===== config.mk =====
export PLATFORM = sky130hd
export DESIGN_NAME = dsp_fir_engine
export DESIGN_NICKNAME = d
export VERILOG_FILES = /design/src/rtl/dsp_fir_pkg.sv /design/src/rtl/fir_mac_lane.sv /design/src/rtl/dsp_fir_engine.sv
export SDC_FILE = /design/constraint.sdc
export NUM_CORES = 1
export LEC_CHECK = 0
export CAP_MARGIN = 20
export CORE_MARGIN = 5
export CORE_UTILIZATION = 55
export DETAILED_ROUTE_END_ITERATION = 10
export PLACE_DENSITY = 0.77
export RECOVER_POWER = 50
export SLEW_MARGIN = 10
export SYNTH_ARGS = -nofsm -noshare
export SYNTH_HDL_FRONTEND = slang
export SYNTH_SLANG_ARGS = --single-unit
export TNS_END_PERCENT = 5

===== constraint.sdc =====
create_clock -name i_CLK -period 9.3 [get_ports i_CLK]
set_input_delay 2.325 -clock i_CLK [delete_from_list [all_inputs] [get_ports i_CLK]]
set_output_delay 2.325 -clock i_CLK [all_outputs]
set_load 0.005 [all_outputs]

===== src/rtl/dsp_fir_pkg.sv =====
// Shared definitions for the streaming FIR engine: beat modes, FSM state
// codes, pipeline latency and the accumulator width rule.
package dsp_fir_pkg;

   // Beat modes carried on i_MODE
   localparam logic [1:0] MODE_LOAD_W = 2'b00;
   localparam logic [1:0] MODE_LOAD_D = 2'b01;
   localparam logic [1:0] MODE_RUN    = 2'b10;
   localparam logic [1:0] MODE_RSVD   = 2'b11;

   // Engine states
   typedef logic [2:0] state_t;
   localparam state_t ST_IDLE   = 3'd0;
   localparam state_t ST_LOAD_W = 3'd1;
   localparam state_t ST_LOAD_D = 3'd2;
   localparam state_t ST_RUN    = 3'd3;
   localparam state_t ST_DRAIN  = 3'd4;
   localparam state_t ST_HOLD   = 3'd5;

   // Cycles from the RUN beat to o_RESULT_VALID, on top of the tap count:
   // sample write, SRAM read, read-data register, MAC.
   localparam int FIR_PIPE_LAT = 4;

   // Product width plus guard bits so DEPTH products can never overflow
   function automatic int acc_width(input int data_width, input int guard_bits);
      return 2 * data_width + guard_bits;
   endfunction

endpackage


===== src/rtl/fir_mac_lane.sv =====
// One multiply-accumulate lane: signed/unsigned product, accumulation and
// a finaliser that either clamps or truncates to the output width.
module fir_mac_lane
   import dsp_fir_pkg::*;
#(
   parameter int DATA_WIDTH   = 8,
   parameter int GUARD_BITS   = 10,
   parameter int OUTPUT_WIDTH = 32
) (
   input  logic                    i_CLK,
   input  logic                    i_RST,
   input  logic                    i_CLR,
   input  logic                    i_EN,
   input  logic                    i_SIGNED,
   input  logic                    i_SAT,
   input  logic [DATA_WIDTH-1:0]   i_A,
   input  logic [DATA_WIDTH-1:0]   i_B,
   output logic [OUTPUT_WIDTH-1:0] o_RESULT,
   output logic                    o_SAT
);

   localparam int PW     = 2 * DATA_WIDTH;
   localparam int ACC_W  = acc_width(DATA_WIDTH, GUARD_BITS);
   // Extended view: one bit wider than both accumulator and output, so the
   // clamp test is the same whether the output is narrower or wider.
   localparam int EW     = (ACC_W > OUTPUT_WIDTH) ? ACC_W : OUTPUT_WIDTH;
   localparam int XW     = EW + 1;

   logic [PW-1:0]           w_prod_u;
   logic [PW-1:0]           w_prod_s;
   logic [ACC_W-1:0]        w_ext;
   logic [ACC_W-1:0]        r_acc;
   logic [XW-1:0]           w_wide;
   logic                    w_fits_s;
   logic                    w_ovf_u;

   // Operands widened before multiplying so the product is exact in PW bits
   assign w_prod_u = {{DATA_WIDTH{1'b0}}, i_A} * {{DATA_WIDTH{1'b0}}, i_B};
   assign w_prod_s = $signed({{DATA_WIDTH{i_A[DATA_WIDTH-1]}}, i_A})
                   * $signed({{DATA_WIDTH{i_B[DATA_WIDTH-1]}}, i_B});
   assign w_ext    = i_SIGNED ? {{GUARD_BITS{w_prod_s[PW-1]}}, w_prod_s}
                              : {{GUARD_BITS{1'b0}}, w_prod_u};

   // Accumulator: cleared at the start of each dot product, adds one product per enable
   always_ff @(posedge i_CLK) begin
      // NOTE: non-blocking (<=) so every register reads pre-edge values regardless of block order.
      if (i_RST)      r_acc <= '0;
      else if (i_CLR) r_acc <= '0;
      else if (i_EN)  r_acc <= r_acc + w_ext;
   end

   assign w_wide   = i_SIGNED ? XW'($signed(r_acc)) : XW'(r_acc);
   assign w_fits_s = (&w_wide[EW:OUTPUT_WIDTH-1]) | ~(|w_wide[EW:OUTPUT_WIDTH-1]);
   assign w_ovf_u  = |w_wide[EW:OUTPUT_WIDTH];

   // Finaliser: clamp to the output range when enabled, else keep the low bits
   always_comb begin
      // NOTE: defaults first so every path assigns every output and no latch is inferred.
      o_RESULT = w_wide[OUTPUT_WIDTH-1:0];
      o_SAT    = 1'b0;
      if (i_SAT) begin
         if (i_SIGNED && !w_fits_s) begin
            o_RESULT = w_wide[EW] ? {1'b1, {(OUTPUT_WIDTH-1){1'b0}}}
                                  : {1'b0, {(OUTPUT_WIDTH-1){1'b1}}};
            o_SAT    = 1'b1;
         end else if (!i_SIGNED && w_ovf_u) begin
            o_RESULT = '1;
            o_SAT    = 1'b1;
         end
      end
   end

endmodule


===== src/rtl/dsp_fir_engine.sv =====
// Streaming FIR engine: loads weights and a circular sample history into
// external SRAMs, then produces one dot product per RUN sample.
module dsp_fir_engine
   import dsp_fir_pkg::*;
#(
   parameter int DATA_WIDTH    = 8,
   parameter int ADDRESS_WIDTH = 10,
   parameter int OUTPUT_WIDTH  = 32,
   parameter int GUARD_BITS    = ADDRESS_WIDTH
) (
   input  logic                     i_CLK,
   input  logic                     i_RST,
   input  logic [1:0]               i_MODE,
   input  logic                     i_VALID,
   input  logic [DATA_WIDTH-1:0]    i_DATA,
   output logic                     o_READY,
   input  logic [ADDRESS_WIDTH-1:0] i_CFG_LEN,
   input  logic                     i_CFG_SIGNED,
   input  logic                     i_CFG_SAT,
   output logic [OUTPUT_WIDTH-1:0]  o_RESULT,
   output logic                     o_RESULT_VALID,
   input  logic                     i_RESULT_READY,
   output logic                     o_SAT,
   output logic                     o_W_LOADED,
   output logic                     o_BUSY,
   output logic [ADDRESS_WIDTH-1:0] o_W_ADDR,
   output logic [ADDRESS_WIDTH-1:0] o_D_ADDR,
   output logic                     o_W_WE,
   output logic                     o_D_WE,
   output logic [DATA_WIDTH-1:0]    o_W_DIN,
   output logic [DATA_WIDTH-1:0]    o_D_DIN,
   input  logic [DATA_WIDTH-1:0]    i_W_DOUT,
   input  logic [DATA_WIDTH-1:0]    i_D_DOUT
);

   localparam logic [ADDRESS_WIDTH-1:0] ADDR_ONE = ADDRESS_WIDTH'(1);

   state_t                   r_state;
   logic [ADDRESS_WIDTH-1:0] r_ptr, r_len, r_last, r_head, r_rd_ptr;
   logic                     r_signed, r_sat, r_w_loaded, r_res_valid;
   logic                     r_w_we, r_d_we;
   logic [ADDRESS_WIDTH-1:0] r_w_addr, r_d_addr;
   logic [DATA_WIDTH-1:0]    r_w_din, r_d_din, r_w_q, r_d_q;
   // Read pipeline: address issued (0), SRAM data on bus (1), data registered (q)
   logic                     r_rd_v0, r_rd_l0, r_rd_v1, r_rd_l1, r_q_v, r_q_l;

   logic                     w_idle, w_ready, w_beat, w_start, w_run_beat;
   logic                     w_load_beat, w_to_w, w_load_done;
   logic [ADDRESS_WIDTH-1:0] w_len_now, w_last_now;

   assign w_idle      = (r_state == ST_IDLE);
   // Reserved mode is never acknowledged; a load in progress ignores i_MODE
   assign w_ready     = (w_idle && i_MODE != MODE_RSVD)
                     || r_state == ST_LOAD_W || r_state == ST_LOAD_D;
   assign w_beat      = i_VALID && w_ready;
   assign w_start     = w_beat && w_idle;
   assign w_run_beat  = w_start && i_MODE == MODE_RUN;
   assign w_load_beat = w_beat && !w_run_beat;
   assign w_to_w      = (r_state == ST_LOAD_W) || (w_idle && i_MODE == MODE_LOAD_W);
   // Config is live only on the first beat; 0 wraps to DEPTH-1 as last index
   assign w_len_now   = w_idle ? i_CFG_LEN : r_len;
   assign w_last_now  = w_len_now - ADDR_ONE;
   assign w_load_done = w_load_beat && (r_ptr == w_last_now);

   // Control FSM, SRAM port registers and read-data pipeline
   always_ff @(posedge i_CLK) begin
      if (i_RST) begin
         r_state     <= ST_IDLE;
         r_ptr       <= '0;
         r_len       <= '0;
         r_last      <= '0;
         r_head      <= '0;
         r_rd_ptr    <= '0;
         r_signed    <= 1'b0;
         r_sat       <= 1'b0;
         r_w_loaded  <= 1'b0;
         r_res_valid <= 1'b0;
         r_w_we      <= 1'b0;
         r_d_we      <= 1'b0;
         r_w_addr    <= '0;
         r_d_addr    <= '0;
         r_w_din     <= '0;
         r_d_din     <= '0;
         r_w_q       <= '0;
         r_d_q       <= '0;
         r_rd_v0     <= 1'b0;
         r_rd_l0     <= 1'b0;
         r_rd_v1     <= 1'b0;
         r_rd_l1     <= 1'b0;
         r_q_v       <= 1'b0;
         r_q_l       <= 1'b0;
      end else begin
         r_w_we  <= 1'b0;
         r_d_we  <= 1'b0;
         r_rd_v0 <= 1'b0;
         r_rd_l0 <= 1'b0;
         r_rd_v1 <= r_rd_v0;
         r_rd_l1 <= r_rd_l0;
         r_q_v   <= r_rd_v1;
         r_q_l   <= r_rd_l1;
         r_w_q   <= i_W_DOUT;
         r_d_q   <= i_D_DOUT;

         if (w_start) begin
            r_len    <= i_CFG_LEN;
            r_last   <= i_CFG_LEN - ADDR_ONE;
            r_signed <= i_CFG_SIGNED;
            r_sat    <= i_CFG_SAT;
         end

         if (w_load_beat) begin
            if (w_to_w) begin
               r_w_we   <= 1'b1;
               r_w_addr <= r_ptr;
               r_w_din  <= i_DATA;
            end else begin
               r_d_we   <= 1'b1;
               r_d_addr <= r_ptr;
               r_d_din  <= i_DATA;
            end
            if (w_load_done) begin
               r_ptr   <= '0;
               r_state <= ST_IDLE;
               if (w_to_w) r_w_loaded <= 1'b1;
               else        r_head     <= w_len_now;
            end else begin
               r_ptr   <= r_ptr + ADDR_ONE;
               r_state <= w_to_w ? ST_LOAD_W : ST_LOAD_D;
            end
         end

         case (r_state)
            ST_IDLE: begin
               if (w_run_beat) begin
                  r_d_we   <= 1'b1;
                  r_d_addr <= r_head;
                  r_d_din  <= i_DATA;
                  r_rd_ptr <= r_head;
                  r_head   <= r_head + ADDR_ONE;
                  r_ptr    <= '0;
                  r_state  <= ST_RUN;
               end
            end
            ST_RUN: begin
               // Tap k pairs W[k] with D[head-k]: newest sample first
               r_w_addr <= r_ptr;
               r_d_addr <= r_rd_ptr;
               r_rd_ptr <= r_rd_ptr - ADDR_ONE;
               r_rd_v0  <= 1'b1;
               r_ptr    <= r_ptr + ADDR_ONE;
               if (r_ptr == r_last) begin
                  r_rd_l0 <= 1'b1;
                  r_ptr   <= '0;
                  r_state <= ST_DRAIN;
               end
            end
            ST_DRAIN: begin
               if (r_q_v && r_q_l) begin
                  r_res_valid <= 1'b1;
                  r_state     <= ST_HOLD;
               end
            end
            ST_HOLD: begin
               if (i_RESULT_READY) begin
                  r_res_valid <= 1'b0;
                  r_state     <= ST_IDLE;
               end
            end
            default: r_state <= ST_IDLE;
         endcase
      end
   end

   fir_mac_lane #(
      .DATA_WIDTH   (DATA_WIDTH),
      .GUARD_BITS   (GUARD_BITS),
      .OUTPUT_WIDTH (OUTPUT_WIDTH)
   ) u_lane (
      .i_CLK    (i_CLK),
      .i_RST    (i_RST),
      .i_CLR    (w_run_beat),
      .i_EN     (r_q_v),
      .i_SIGNED (r_signed),
      .i_SAT    (r_sat),
      .i_A      (r_w_q),
      .i_B      (r_d_q),
      .o_RESULT (o_RESULT),
      .o_SAT    (o_SAT)
   );

   assign o_READY        = w_ready;
   assign o_RESULT_VALID = r_res_valid;
   assign o_W_LOADED     = r_w_loaded;
   assign o_BUSY         = !w_idle;
   assign o_W_ADDR       = r_w_addr;
   assign o_D_ADDR       = r_d_addr;
   assign o_W_WE         = r_w_we;
   assign o_D_WE         = r_d_we;
   assign o_W_DIN        = r_w_din;
   assign o_D_DIN        = r_d_din;

endmodule

==> run metrics <==
# setup viols final=0; RSZ-0062 raised after global routing=no; row count=53; Filler Cells Inserted=1825; clock-pin slew on the worst setup and hold paths=0.07 ns; WS Path Type=flip-flop to flip-flop; run status=finished, violations left; wire length on met2=14000 um; clock buffer depth=2; syn_nets=1686; Internal=1.18 mW; Antenna diodes=0; final worst path period need=7.76 ns; Synth top area share=0.240; initial cell density of the core=0.561; gr usage total=0.236; post_cts resized=0; Overflow after GRT=0; metal3 WL=1850 um; failing checks=max-capacitance violations, max-slew violations; Sw Ratio=0.341; Netlist cell types=67; syn avg cell area=8.08 sq um; Residual DRC=0; clock share of power=0.377; critical path data arrival time=8.07 ns; synth top area cells=dfxtp_1 (24%), fa_1 (15%), ha_1 (9.4%); CP max stage cell=a2111oi_0; Worst path max stage delay=0.70 ns; Hold Path Class=flip-flop to flip-flop; global placer's final weighted congestion=0.847; die width=157 um; Num CTS Buffers=17; die area=0.0246 sq mm; Syn. warnings=0; initial antenna violation count=0; CTS tree=done; detailed-route via count=10100; Worst Path Required=9.61 ns; 1st-pass router iterations=5; Reg-to-Reg Start=r_w_q[1]; largest area contributor in the netlist=dfxtp_1; Peak VDD IR=0.000107 V; Iteration-0 DRC Markers=537; Cell Area, Synth=0.0119 sq mm; Worst Skew=0.0123 ns; Core ar.=0.0212 sq mm; die height=157 um; Slew @ Worst Pin=3.72 ns; total wire length=28500 um; I/O pin cnt=117; Slew Viols, Final=84; Hold WS=0.437 ns; crit-path max FO=9; H-tree depth=4; Critical Path Source=r_w_q[1]; Total Neg Setup Slack=0 ns; Hold Violations, Final=0; post-CTS setup repair buffer count=0; Routed wire per std cell=15.8 um; CP startpoint kind=flip-flop; Area growth syn-to-layout=14.7%; I/O Buffers=114; period utilisation layout=0.835; most frequent CP cell=inv_1; met1 WL=12200 um; Post-synth EDFFs=0; Post-Synthesis Cells=1469; NetSw=0.609 mW; proportion of layout cells with a drive suffix above 1=0.0425; min-delay src=r_rd_v1; Synth async-reset ratio=0; Root Driver=clkbuf_16; Max Cap Viol=1; clock latency at the later pin of the worst-skew pair=0.43 ns; CTS Hold Bufs=0; Final #Nets=1735; Synth Register Bits=142; Most used DFF post-synth=dfxtp_1; Leak Pwr=6.25 nW; Clock Sinks=142; combinational share of power=0.256; Max Used Layer=met4; Vias/cell=5.61; DP Wirelength=21500 um; number of global-route vias before repair=9905; post-route ant nets=0; largest net degree at the start of global routing=84; fmax=0.129 GHz; first-pass GRT wire length=48000 um; post-synthesis sequential area ratio=0.240; PD cells=131 mW/mm^2; Slew HR=-1.48; Worst setup EP type=flip-flop; sequential group share of total power=0.368
## cells in the final DEF, fill, tap and decap left out, drive strengths merged, types with 44 or more instances in the layout
master         netlist  layout
dfxtp              142     142
ha                  89      89
and2                49      49
o21ai               56      56
xnor2               44      44
a21oi              105     105
dlygate4sd3          0      67
nor2               106     106
clkdlybuf4s50        0      46
fa                  86      86
nand2              183     183
inv                178     188
## cells by family after synthesis
group	share of synthesized area
other	0.000316
DFF	0.240
and+or+nand+nor	0.191
buffers and inverters	0.0899
AOI/OAI and AO/OA	0.149
xor gates and xnor gates	0.0580
muxes	0.0336
adders and majority gates	0.239
## Yosys cell counts, drive strengths merged (14+ instances only)
cell type / number
nand2: 183
inv: 178
dfxtp: 142
nor2: 106
a21oi: 105
ha: 89
fa: 86
clkbuf: 83
o21ai: 56
and2: 49
xnor2: 44
mux2i: 32
xor2: 32
nor2b: 29
nand3: 25
nor3: 21
a211oi: 20
a21o: 20
nand2b: 18
a221oi: 14
a31oi: 14
## through the flow
step                      power (mW)  cells  utilization  setup WS (ns)  cell area [sq um]
final                           1.79   1806        0.644           1.54              13600
after global routing            1.89   1806        0.644           1.05              13600
after CTS                       1.80   1804        0.643           1.59              13600
after detailed placement        1.13   1772        0.616           1.68              13000
after global placement          1.12   1772        0.616           1.72              13000
after floorplan                 1.01   1469            -           2.22              11900
## layer usage
layer  vias up  global-route usage
li1       4948                   -
met1      4846               0.305
met2       294               0.401
met3        42              0.0575
met4         0              0.0562
met5         -                   0
## worst paths after layout
kind                            to  slack (ns)  depth (start not counted)
hold / removal               r_q_v        0.44                          1
setup / recovery  u_lane.r_acc[22]        1.54                         26
setup reg to reg  u_lane.r_acc[22]        1.54                         26
hold reg to reg              r_q_v        0.44                          1
## sequential cells by signal, indices dropped and copies added, names as in the netlist, 10 cells and up
name          cells
o_D_ADDR         10
o_W_ADDR         10
r_head           10
r_last           10
r_len            10
r_ptr            10
r_rd_ptr         10
u_lane.r_acc     26
## power by group through the flow
stage                     Combinational [mW]  Clock, mW  Sequential, mW
final                                  0.456      0.673           0.657
after detailed placement               0.456          0           0.670
after global placement                 0.446          0           0.669
after floorplan                        0.349          0           0.658
after CTS                              0.460      0.683           0.656
after global routing                   0.519      0.714           0.660
## worst max-delay path: cells and delay by family, from the launching register on
family	cells	cell delay, ns
buffers and inverters	5	0.32
XOR/XNOR	1	0.17
AO/OA/AOI/OAI	11	3.09
adder cells (fa/ha/maj)	6	2.73
AND/OR/NAND/NOR	3	0.81
flip-flops	1	0.53
## layout make-up
cell class / count / area [sq um] / share of cell area
clock buffers: 17 / 425 / 0.0312
clock inverters: 15 / 143 / 0.0105
inverters: 178 / 668 / 0.0491
multi-input cells: 1054 / 7970 / 0.586
flip-flops and latches: 142 / 2840 / 0.209
well taps: 275 / 344 / 0.0253
repair buffers: 125 / 1220 / 0.0895
(Power assumes the default switching activity.)
